File: src/rtl/xcel_mem_arbiter_if.sv
// Adapter-side bus between the memory arbiter and the AXI adapter.
// master: arbiter side (drives requests); slave: adapter side.
interface xcel_mem_arbiter_if #(
  parameter int AXI_AWIDTH = 32,
  parameter int AXI_DWIDTH = 32
);
  logic                  xcel_read_request_valid;
  logic                  xcel_read_request_ready;
  logic [AXI_AWIDTH-1:0] xcel_read_addr;
  logic [31:0]           xcel_read_len;
  logic [2:0]            xcel_read_size;
  logic [1:0]            xcel_read_burst;
  logic [AXI_DWIDTH-1:0] xcel_read_data;
  logic                  xcel_read_data_valid;
  logic                  xcel_read_data_ready;

  logic                  xcel_write_request_valid;
  logic                  xcel_write_request_ready;
  logic [AXI_AWIDTH-1:0] xcel_write_addr;
  logic [31:0]           xcel_write_len;
  logic [2:0]            xcel_write_size;
  logic [1:0]            xcel_write_burst;
  logic [AXI_DWIDTH-1:0] xcel_write_data;
  logic                  xcel_write_data_valid;
  logic                  xcel_write_data_ready;

  modport master (
    output xcel_read_request_valid, xcel_read_addr, xcel_read_len,
           xcel_read_size, xcel_read_burst, xcel_read_data_ready,
    input  xcel_read_request_ready, xcel_read_data, xcel_read_data_valid,
    output xcel_write_request_valid, xcel_write_addr, xcel_write_len,
           xcel_write_size, xcel_write_burst, xcel_write_data,
           xcel_write_data_valid,
    input  xcel_write_request_ready, xcel_write_data_ready
  );

  modport slave (
    input  xcel_read_request_valid, xcel_read_addr, xcel_read_len,
           xcel_read_size, xcel_read_burst, xcel_read_data_ready,
    output xcel_read_request_ready, xcel_read_data, xcel_read_data_valid,
    input  xcel_write_request_valid, xcel_write_addr, xcel_write_len,
           xcel_write_size, xcel_write_burst, xcel_write_data,
           xcel_write_data_valid,
    output xcel_write_request_ready, xcel_write_data_ready
  );
endinterface

File: src/rtl/xcel_mem_arbiter.sv
// Round-robin scheduler of four single-beat memory clients onto one
// adapter read/write port pair; one transaction in flight at a time.
//
// state   | meaning
// IDLE    | arbitrate, accept one client request
// RD_REQ  | read address offered to adapter
// RD_DATA | waiting for the read data beat
// WR_REQ  | write address offered to adapter
// WR_DATA | write data beat offered to adapter
// RESP    | one-cycle completion pulse to the owning client
module xcel_mem_arbiter #(
  parameter int AXI_AWIDTH = 32,
  parameter int AXI_DWIDTH = 32,
  parameter int DWIDTH     = 8
) (
  input  logic         clk,
  input  logic         rst,
  input  logic [31:0]  ifm_ddr_addr,
  input  logic [31:0]  wt_ddr_addr,
  input  logic [31:0]  ofm_ddr_addr,
  input  logic [3:0]   req_valid,
  output logic [3:0]   req_ready,
  input  logic [127:0] req_addr,
  input  logic [31:0]  wr_data,
  output logic [3:0]   resp_valid,
  output logic [31:0]  resp_data,
  xcel_mem_arbiter_if.master axi
);

  localparam logic [1:0] BURST_INCR = 2'b01;

  typedef enum logic [2:0] {IDLE, RD_REQ, RD_DATA, WR_REQ, WR_DATA, RESP} state_t;

  state_t                state_q, state_d;
  logic [1:0]            last_q, id_q;
  logic [1:0]            winner, cand;
  logic                  grant, accept;
  logic [31:0]           win_off, win_addr;
  logic [AXI_AWIDTH-1:0] addr_q;
  logic [31:0]           wdata_q, resp_data_q;
  logic [DWIDTH-1:0]     rd_byte;

  // Round-robin scan starting one past the last winner.
  always_comb begin
    grant  = 1'b0;
    winner = last_q;
    cand   = last_q;
    for (int k = 1; k < 5; k++) begin
      cand = last_q + 2'(k);
      if (!grant && req_valid[cand]) begin
        grant  = 1'b1;
        winner = cand;
      end
    end
  end

  // DDR byte address of the current winner; OFM offsets are word indices.
  always_comb begin
    win_off = req_addr[32*winner +: 32];
    case (winner)
      2'd0:    win_addr = ifm_ddr_addr + win_off;
      2'd1:    win_addr = wt_ddr_addr + win_off;
      default: win_addr = ofm_ddr_addr + (win_off << 2);
    endcase
  end

  // Reset is gated in so no acceptance strobe escapes during reset.
  assign accept    = (state_q == IDLE) && !rst && grant;
  assign req_ready = accept ? (4'b0001 << winner) : 4'b0000;

  // Next-state logic; adapter readys only steer transitions.
  always_comb begin
    state_d = state_q;
    case (state_q)
      IDLE:    if (accept) state_d = (winner == 2'd3) ? WR_REQ : RD_REQ;
      RD_REQ:  if (axi.xcel_read_request_ready) state_d = RD_DATA;
      RD_DATA: if (axi.xcel_read_data_valid) state_d = RESP;
      WR_REQ:  if (axi.xcel_write_request_ready) state_d = WR_DATA;
      WR_DATA: if (axi.xcel_write_data_ready) state_d = RESP;
      RESP:    state_d = IDLE;
      default: state_d = IDLE;
    endcase
  end

  // State register.
  always_ff @(posedge clk) begin
    if (rst) state_q <= IDLE;
    else     state_q <= state_d;
  end

  assign rd_byte = axi.xcel_read_data[{addr_q[1:0], 3'b000} +: DWIDTH];

  // Transaction context captured at acceptance, read result at data fire.
  always_ff @(posedge clk) begin
    if (rst) begin
      last_q      <= 2'd3;
      id_q        <= 2'd0;
      addr_q      <= '0;
      wdata_q     <= '0;
      resp_data_q <= '0;
    end else begin
      if (accept) begin
        last_q  <= winner;
        id_q    <= winner;
        addr_q  <= AXI_AWIDTH'(win_addr);
        wdata_q <= wr_data;
      end
      if (state_q == RD_DATA && axi.xcel_read_data_valid)
        resp_data_q <= (id_q == 2'd2) ? axi.xcel_read_data
                                      : {{(32-DWIDTH){1'b0}}, rd_byte};
    end
  end

  assign resp_valid = (state_q == RESP) ? (4'b0001 << id_q) : 4'b0000;
  assign resp_data  = resp_data_q;

  assign axi.xcel_read_request_valid  = (state_q == RD_REQ);
  assign axi.xcel_read_data_ready     = (state_q == RD_DATA);
  assign axi.xcel_read_addr           = addr_q;
  assign axi.xcel_read_len            = 32'd0;
  assign axi.xcel_read_size           = (id_q == 2'd2) ? 3'd2 : 3'd0;
  assign axi.xcel_read_burst          = BURST_INCR;

  assign axi.xcel_write_request_valid = (state_q == WR_REQ);
  assign axi.xcel_write_data_valid    = (state_q == WR_DATA);
  assign axi.xcel_write_addr          = addr_q;
  assign axi.xcel_write_len           = 32'd0;
  assign axi.xcel_write_size          = 3'd2;
  assign axi.xcel_write_burst         = BURST_INCR;
  assign axi.xcel_write_data          = wdata_q;

endmodule
File: src/flat_wrapper.sv
// flat-port wrapper written by rule: the top's interface ports become plain ports
module xcel_mem_arbiter_flat 
#(
  parameter int AXI_AWIDTH = 32,
  parameter int AXI_DWIDTH = 32,
  parameter int DWIDTH     = 8
)
  (clk, rst, ifm_ddr_addr, wt_ddr_addr, ofm_ddr_addr, req_valid, req_ready, req_addr, wr_data, resp_valid, resp_data, axi_xcel_read_request_valid, axi_xcel_read_addr, axi_xcel_read_len, axi_xcel_read_size, axi_xcel_read_burst, axi_xcel_read_data_ready, axi_xcel_read_request_ready, axi_xcel_read_data, axi_xcel_read_data_valid, axi_xcel_write_request_valid, axi_xcel_write_addr, axi_xcel_write_len, axi_xcel_write_size, axi_xcel_write_burst, axi_xcel_write_data, axi_xcel_write_data_valid, axi_xcel_write_request_ready, axi_xcel_write_data_ready);
  xcel_mem_arbiter_if #(.AXI_AWIDTH(AXI_AWIDTH), .AXI_DWIDTH(AXI_DWIDTH)) axi_i ();
  input  logic clk;
  input  logic rst;
  input  logic [31:0] ifm_ddr_addr;
  input  logic [31:0] wt_ddr_addr;
  input  logic [31:0] ofm_ddr_addr;
  input  logic [3:0] req_valid;
  output logic [3:0] req_ready;
  input  logic [127:0] req_addr;
  input  logic [31:0] wr_data;
  output logic [3:0] resp_valid;
  output logic [31:0] resp_data;
  output wire logic [$bits(axi_i.xcel_read_request_valid)-1:0] axi_xcel_read_request_valid;
  output wire logic [$bits(axi_i.xcel_read_addr)-1:0] axi_xcel_read_addr;
  output wire logic [$bits(axi_i.xcel_read_len)-1:0] axi_xcel_read_len;
  output wire logic [$bits(axi_i.xcel_read_size)-1:0] axi_xcel_read_size;
  output wire logic [$bits(axi_i.xcel_read_burst)-1:0] axi_xcel_read_burst;
  output wire logic [$bits(axi_i.xcel_read_data_ready)-1:0] axi_xcel_read_data_ready;
  input wire logic [$bits(axi_i.xcel_read_request_ready)-1:0] axi_xcel_read_request_ready;
  input wire logic [$bits(axi_i.xcel_read_data)-1:0] axi_xcel_read_data;
  input wire logic [$bits(axi_i.xcel_read_data_valid)-1:0] axi_xcel_read_data_valid;
  output wire logic [$bits(axi_i.xcel_write_request_valid)-1:0] axi_xcel_write_request_valid;
  output wire logic [$bits(axi_i.xcel_write_addr)-1:0] axi_xcel_write_addr;
  output wire logic [$bits(axi_i.xcel_write_len)-1:0] axi_xcel_write_len;
  output wire logic [$bits(axi_i.xcel_write_size)-1:0] axi_xcel_write_size;
  output wire logic [$bits(axi_i.xcel_write_burst)-1:0] axi_xcel_write_burst;
  output wire logic [$bits(axi_i.xcel_write_data)-1:0] axi_xcel_write_data;
  output wire logic [$bits(axi_i.xcel_write_data_valid)-1:0] axi_xcel_write_data_valid;
  input wire logic [$bits(axi_i.xcel_write_request_ready)-1:0] axi_xcel_write_request_ready;
  input wire logic [$bits(axi_i.xcel_write_data_ready)-1:0] axi_xcel_write_data_ready;
  assign axi_xcel_read_request_valid = axi_i.xcel_read_request_valid;
  assign axi_xcel_read_addr = axi_i.xcel_read_addr;
  assign axi_xcel_read_len = axi_i.xcel_read_len;
  assign axi_xcel_read_size = axi_i.xcel_read_size;
  assign axi_xcel_read_burst = axi_i.xcel_read_burst;
  assign axi_xcel_read_data_ready = axi_i.xcel_read_data_ready;
  assign axi_i.xcel_read_request_ready = axi_xcel_read_request_ready;
  assign axi_i.xcel_read_data = axi_xcel_read_data;
  assign axi_i.xcel_read_data_valid = axi_xcel_read_data_valid;
  assign axi_xcel_write_request_valid = axi_i.xcel_write_request_valid;
  assign axi_xcel_write_addr = axi_i.xcel_write_addr;
  assign axi_xcel_write_len = axi_i.xcel_write_len;
  assign axi_xcel_write_size = axi_i.xcel_write_size;
  assign axi_xcel_write_burst = axi_i.xcel_write_burst;
  assign axi_xcel_write_data = axi_i.xcel_write_data;
  assign axi_xcel_write_data_valid = axi_i.xcel_write_data_valid;
  assign axi_i.xcel_write_request_ready = axi_xcel_write_request_ready;
  assign axi_i.xcel_write_data_ready = axi_xcel_write_data_ready;
  xcel_mem_arbiter #(.AXI_AWIDTH(AXI_AWIDTH), .AXI_DWIDTH(AXI_DWIDTH), .DWIDTH(DWIDTH)) u_core (.clk(clk), .rst(rst), .ifm_ddr_addr(ifm_ddr_addr), .wt_ddr_addr(wt_ddr_addr), .ofm_ddr_addr(ofm_ddr_addr), .req_valid(req_valid), .req_ready(req_ready), .req_addr(req_addr), .wr_data(wr_data), .resp_valid(resp_valid), .resp_data(resp_data), .axi(axi_i));
endmodule
File: config.mk
export PLATFORM = sky130hd
export DESIGN_NAME = xcel_mem_arbiter_flat
export DESIGN_NICKNAME = d
export VERILOG_FILES = /design/src/rtl/xcel_mem_arbiter_if.sv /design/src/rtl/xcel_mem_arbiter.sv /design/src/flat_wrapper.sv
export SDC_FILE = /design/constraint.sdc
export NUM_CORES = 1
export LEC_CHECK = 0
export ABC_AREA = 1
export BUFFER_PORTS_ARGS = -buffer_cell sky130_fd_sc_hd__clkbuf_2
export CORE_AREA = 5 5 197 199
export CTS_BUF_LIST = sky130_fd_sc_hd__clkbuf_8 sky130_fd_sc_hd__clkbuf_16
export DETAILED_ROUTE_END_ITERATION = 10
export DIE_AREA = 0 0 202 204
export HOLD_SLACK_MARGIN = 0.12
export PLACE_DENSITY = 0.55
export SLEW_MARGIN = 30
export SYNTH_ARGS = -nofsm -noshare
export SYNTH_HDL_FRONTEND = slang
export SYNTH_SLANG_ARGS = --single-unit
File: constraint.sdc
create_clock -name clk -period 4.4 [get_ports clk]
set_input_delay 0.22 -clock clk [delete_from_list [all_inputs] [get_ports clk]]
set_output_delay 0.22 -clock clk [all_outputs]
set_load 0.005 [all_outputs]
==> results of run 1 <==
## critical path, delay by kind of cell (launching register included)
family                     cells  cell delay [ns]
and+or+nand+nor               16             1.52
AOI/OAI and AO/OA              6             0.98
buffers and inverters          7             0.93
DFF                            1             0.39
adders and majority gates      1             0.28
## area by class of cell
cell class,count,area [sq um]
Multi-Input combinational cell,1151,6580
Clock inverter,6,62.6
Inverter,167,641
Clock buffer,10,239
Tap cell,474,593
Sequential cell,103,2070
Timing Repair Buffer,508,2860
Fill cell,4174,24000
## how the worst min path moves through the flow
stage,endpoint
after global routing,u_core.resp_data[27]$_SDFFE_PP0P_
after CTS,u_core.axi.xcel_write_data[2]$_SDFFE_PP0P_
after detailed placement,u_core.axi.xcel_write_data[26]$_SDFFE_PP0P_
after global placement,u_core.axi.xcel_write_data[22]$_SDFFE_PP0P_
final,u_core.resp_data[10]$_SDFFE_PP0P_
after floorplan,u_core.axi.xcel_write_data[0]$_SDFFE_PP0P_
## routing by layer
| layer | vias to the layer above | global-route usage, % |
|---|---|---|
| met2 | 492 | 39.0 |
| met5 | - | 0 |
| met4 | 2 | 6.30 |
| li1 | 5787 | - |
| met1 | 5316 | 26.3 |
| met3 | 56 | 4.57 |
## stage by stage
stage	instances	setup WS [ns]
floorplan	1581	0.630
global placement	2363	-0.0585
detailed placement	2363	-0.125
CTS	2414	0.0318
global route	2419	-0.00324
finish	2419	0.256
## layout by cell type (no fill, tap or decap), types with 5 or more instances in the layout
master	n
o21bai_1	9
conb_1	73
dfxtp_1	101
o21ai_0	85
inv_2	33
a21boi_0	5
o22ai_1	32
o21a_1	7
xnor2_1	13
buf_4	28
a21oi_2	5
dlygate4sd3_1	36
o22a_1	6
nand2_4	5
a21o_1	9
clkbuf_2	438
clkbuf_16	9
nor2_1	101
inv_1	128
o21ai_1	8
ha_1	61
nand4_1	7
a21oi_1	136
o211ai_1	8
o221ai_2	30
nand2_1	345
a22o_1	32
nor3_1	16
xor2_1	22
nand2_2	11
nand3_1	73
a31oi_1	11
## state kept, by name, indices dropped and copies added (netlist names)
name,cells
u_core.axi.xcel_read_addr,32
u_core.axi.xcel_write_data,32
u_core.id_q,2
u_core.last_q,2
u_core.resp_data,32
u_core.state_q,3
## cell families after synthesis
family | count (synthesis) | synth area share (%)
flip-flops | 103 | 20.6
AO/OA/AOI/OAI | 401 | 26.5
buffers and inverters | 327 | 17.3
AND/OR/NAND/NOR | 577 | 24.2
XOR/XNOR | 36 | 3.15
other | 2 | 0.0750
adder cells (fa/ha/maj) | 64 | 8.15
## timing repair
| action | 4_1_cts | 5_1_grt |
|---|---|---|
| endpoints found under the setup margin | 6 | 21 |
| endpoints found under the hold margin | 35 | 1 |
| hold buffers | 35 | 1 |
| gates resized for setup | 4 | 34 |
| setup buffers | 0 | 4 |
| pin swaps | 0 | 5 |
==> impl_metrics.env, run 1 <==
export IMPL_wl_met2_microns=23400
export IMPL_final_util_pct=35.2
export IMPL_yosysSeqAreaShare_pct=20.6
export IMPL_ios=512
export IMPL_drive_gt1_share_pct=31.0
export IMPL_grt_max_degree=41
export IMPL_end_kind="flop"
export IMPL_first_pass_iters=5
export IMPL_synth_top_area_share_pct=20.6
export IMPL_synth_cell_types=53
export IMPL_nets=2302
export IMPL_wl_per_cell_microns=19.7
export IMPL_ys_ff_latch=103
export IMPL_yosys_top_cells_area="dfxtp_1 (21%), nand2_1 (13%), buf_4 (8.5%)"
export IMPL_synth_common_cells="nand2_1 (350), a21oi_1 (142), inv_1 (129)"
export IMPL_clock_latency_ns=0.35
export IMPL_wl_met3_microns=3420
export IMPL_synth_ff_type="dfxtp_1"
export IMPL_drc=0
export IMPL_clk_pin_slew_ns=0.08
export IMPL_die_y_microns=204
export IMPL_required_ns=4.71
export IMPL_hp_class="input port to flop"
export IMPL_dp_hpwl_microns=40600
export IMPL_totalWireLength_microns=47600
export IMPL_grt_overflow=0
export IMPL_grt_pass1_wl_microns=69100
export IMPL_routed_via_density=4.82
export IMPL_area_delta_synth_final_pct=30.2
export IMPL_drt_met1_wl_microns=19500
export IMPL_synthArstFlopShare_pct=0
export IMPL_grt_pass1_vias=11509
export IMPL_drtIter0Drc=521
export IMPL_die_area_sq_um=41200
export IMPL_worstSetupPathType="flop to flop"
export IMPL_cts_made_buffers=9
export IMPL_cts_max_level=3
export IMPL_maxCapViolCount=0
export IMPL_timing_final_hold_violations=0
export IMPL_crit_fanout=10
export IMPL_fin_crit_sh_pct=94.2
export IMPL_vias=11653
export IMPL_arrival_ns=4.45
export IMPL_yosysTopAreaCell="dfxtp_1"
export IMPL_crit_slowest_cell="dfxtp_4"
export IMPL_rows=71
export IMPL_start_util_pct=27.0
export IMPL_cts_tree="built"
export IMPL_relSlewSlack_pct=50.5
export IMPL_r2r_end="u_core.axi.xcel_read_addr[21]$_SDFFE_PP0P_"
export IMPL_cp_start_kind="flop"
export IMPL_place_congestion=0.897
export IMPL_reg2reg_depth=30
export IMPL_max_freq_mhz=241
export IMPL_io_buffers=438
export IMPL_diodes=0
export IMPL_startpoint="u_core.last_q[0]$_SDFFE_PP1P_"
export IMPL_top_layer="met5"
export IMPL_maxSlewViolCount=0
export IMPL_holdCritStartpoint="axi_xcel_read_data[10]"
export IMPL_synth_cells=1510
export IMPL_ant_nets=0
export IMPL_fin_worst_skew_ns=0.00970
export IMPL_gr_usage_all_layers_pct=21.8
export IMPL_syn_avg_cell_area_sq_um=6.63
export IMPL_yosysWarnings=0
export IMPL_synthMostInstantiatedCell="nand2_1"
export IMPL_die_x_microns=202
export IMPL_grt_antenna_before_repair=1
export IMPL_core_sq_um=37000
export IMPL_dpl_instance_area_sq_um=12200
export IMPL_setup_tns_ns=0
export IMPL_min_path_cells=3
export IMPL_cts_root_buf="clkbuf_16"
export IMPL_r2r_setup_slack_ns=0.26
export IMPL_cp_common_cell="nand2_1"
export IMPL_clock_sinks=103
export IMPL_fin_area_sq_um=13000
export IMPL_synth_edf_count=0
export IMPL_finalSetupViolations=0
export IMPL_worst_slew_pin_slew_ns=0.742
export IMPL_cts_buffer_depth=2
export IMPL_timing_rr_start="u_core.last_q[0]$_SDFFE_PP1P_"
export IMPL_syn_area_sq_um=10000
export IMPL_period_needed_ns=4.14
export IMPL_whs_ns=0.137
export IMPL_crit_end="u_core.axi.xcel_read_addr[21]$_SDFFE_PP0P_"
export IMPL_status="complete, no violations"
export IMPL_slowest_delay_ns=0.39
Power of run 1 is left out: the tool's default activity adds up to more than one toggle a clock period on the data nets, which glitch-free logic cannot reach.
==> run 2, diff against run 1 <==
--- a/config.mk
+++ b/config.mk
@@ -13,6 +13,7 @@
 export DIE_AREA = 0 0 202 204
 export HOLD_SLACK_MARGIN = 0.12
 export PLACE_DENSITY = 0.55
+export SETUP_SLACK_MARGIN = 0.4
 export SLEW_MARGIN = 30
 export SYNTH_ARGS = -nofsm -noshare
 export SYNTH_HDL_FRONTEND = slang
==> run 2 against run 1 <==
Die area did not move. Setup slack improved by 0.20 ns. First-iteration DRC count fell by 6.9%. Fmax rose by 5.1%. Design area rose by 6.6%. Clock-buffer cell count did not move. Non-clock buffer count rose by 19. Final cell count rose by 0.79%. Sequential share of layout area fell by 0.97 points. Wire length rose by 1.8%. Worst hold slack improved by 0.0016 ns. Critical path type unchanged.
==> impl_metrics.env, run 2 (synthesis gave the netlist of run 1 again) <==
export IMPL_dp_cells=2363
export IMPL_relSlewSlack_pct=50.4
export IMPL_final_util_pct=37.5
export IMPL_wl_per_cell_microns=19.9
export IMPL_die_area_sq_um=41200
export IMPL_grt_overflow=0
export IMPL_drtIter0Drc=485
export IMPL_drive_gt1_share_pct=36.9
export IMPL_cts_tree="built"
export IMPL_setup_ws_ns=0.457
export IMPL_grt_pass1_vias=11622
export IMPL_status="complete, no violations"
export IMPL_rsz0062_at_grt="true"
export IMPL_maxSlewViolCount=0
export IMPL_maxCapViolCount=0
export IMPL_io_buffers=438
export IMPL_vias=11833
export IMPL_mostFrequentLayoutCell="clkbuf_2"
export IMPL_dp_hpwl_microns=40600
export IMPL_clock_latency_ns=0.35
export IMPL_finalSetupViolations=0
export IMPL_grt_antenna_before_repair=1
export IMPL_grt_max_degree=41
export IMPL_fin_worst_skew_ns=0.00925
export IMPL_rows=71
export IMPL_required_ns=4.70
export IMPL_die_x_microns=202
export IMPL_worst_slew_pin_slew_ns=0.744
export IMPL_routed_via_density=4.85
export IMPL_multi_input_area_sq_um=7250
export IMPL_layout_common_cells="clkbuf_2 (438), nand2_1 (322), inv_1 (126), a21oi_1 (116), dfxtp_1 (101)"
export IMPL_grt_pass1_wl_microns=69600
export IMPL_period_needed_ns=3.94
export IMPL_drc=0
export IMPL_totalWireLength_microns=48400
export IMPL_ios=512
export IMPL_cts_max_level=3
export IMPL_preCtsSetupSlack_ns=-0.125
export IMPL_worstSetupPathType="flop to flop"
export IMPL_fillers=4099
export IMPL_area_delta_synth_final_pct=38.9
export IMPL_crit_fanout=8
export IMPL_cts_root_buf="clkbuf_16"
export IMPL_core_sq_um=37000
export IMPL_timing_final_hold_violations=0
export IMPL_max_freq_mhz=254
export IMPL_nets=2321
export IMPL_clock_sinks=103
export IMPL_final_cells=2438
export IMPL_diodes=0
export IMPL_end_kind="flop"
export IMPL_hp_class="input port to flop"
export IMPL_final_seq_area_sq_um=2070
export IMPL_cts_buffer_depth=2
export IMPL_start_util_pct=27.0
export IMPL_crit_slowest_cell="dfxtp_4"
export IMPL_ant_nets=0
export IMPL_die_y_microns=204
export IMPL_gr_usage_all_layers_pct=21.9
export IMPL_arrival_ns=4.25
export IMPL_cts_made_buffers=9
export IMPL_cp_common_cell="nand2_1"
export IMPL_cp_start_kind="flop"
export IMPL_fin_crit_sh_pct=89.6
export IMPL_first_pass_iters=5
export IMPL_slowest_delay_ns=0.43
export IMPL_clk_pin_slew_ns=0.08
export IMPL_place_congestion=0.897
## run 2: cell types whose count changed in the layout (fill, tap and decap cells not counted), sizes merged
cell and delta:
buf +19
## run 2: cell type report
class                   instances  area share, %
inverters                     167           4.64
multi-input cells            1151           52.2
repair buffers                527           21.9
clock inverters                 6          0.450
clock buffers                  10           1.72
flip-flops and latches        103           14.9
well taps                     474           4.27
## run 2: worst paths after layout
path	start	end	slack, ns	depth (start not counted)
max	u_core.last_q[0]$_SDFFE_PP1P_	u_core.axi.xcel_read_addr[21]$_SDFFE_PP0P_	0.46	31
max reg2reg	u_core.last_q[0]$_SDFFE_PP1P_	u_core.axi.xcel_read_addr[21]$_SDFFE_PP0P_	0.46	31
min	axi_xcel_read_data[10]	u_core.resp_data[10]$_SDFFE_PP0P_	0.14	3
min reg2reg	u_core.resp_data[8]$_SDFFE_PP0P_	u_core.resp_data[8]$_SDFFE_PP0P_	0.47	2
## run 2: what timing repair did
| action | in CTS | in global routing |
|---|---|---|
| resized for setup | 48 | 158 |
| setup buffers | 5 | 18 |
| endpoints found under the hold margin | 35 | 1 |
| pin swaps | 6 | 35 |
| cloned | 0 | 0 |
| hold buffers | 35 | 1 |
| endpoints found under the setup margin | 22 | 21 |
## run 2: metrics by stage
step	TNS, ns	hold slack [ns]	cell area, sq um
3_3_place_gp	-0.0585	0.433	12200
2_1_floorplan	0	0.345	10300
4_1_cts	0	0.120	13100
3_5_place_dp	-0.323	0.435	12200
6_report	0	0.139	13900
5_1_grt	0	0.129	13900
## run 2: routing by layer
metal	vias to the layer above	wire (microns)	part of all wire (%)	track usage, %
li1	5823	-	-	-
met3	78	3310	6.8	4.68
met2	483	23500	49	38.9
met4	2	1760	3.6	7.25
met1	5447	19800	41	26.4
met5	-	13	0.027	0
## run 2: worst max-delay path: cells and delay by family (launching register included)
kind / cells / cell delay [ns]
and+or+nand+nor: 16 / 1.46
buffers and inverters: 7 / 0.85
AOI/OAI and AO/OA: 7 / 0.84
DFF: 1 / 0.43
adders and majority gates: 1 / 0.29
Power of run 2 is left out for the same reason.
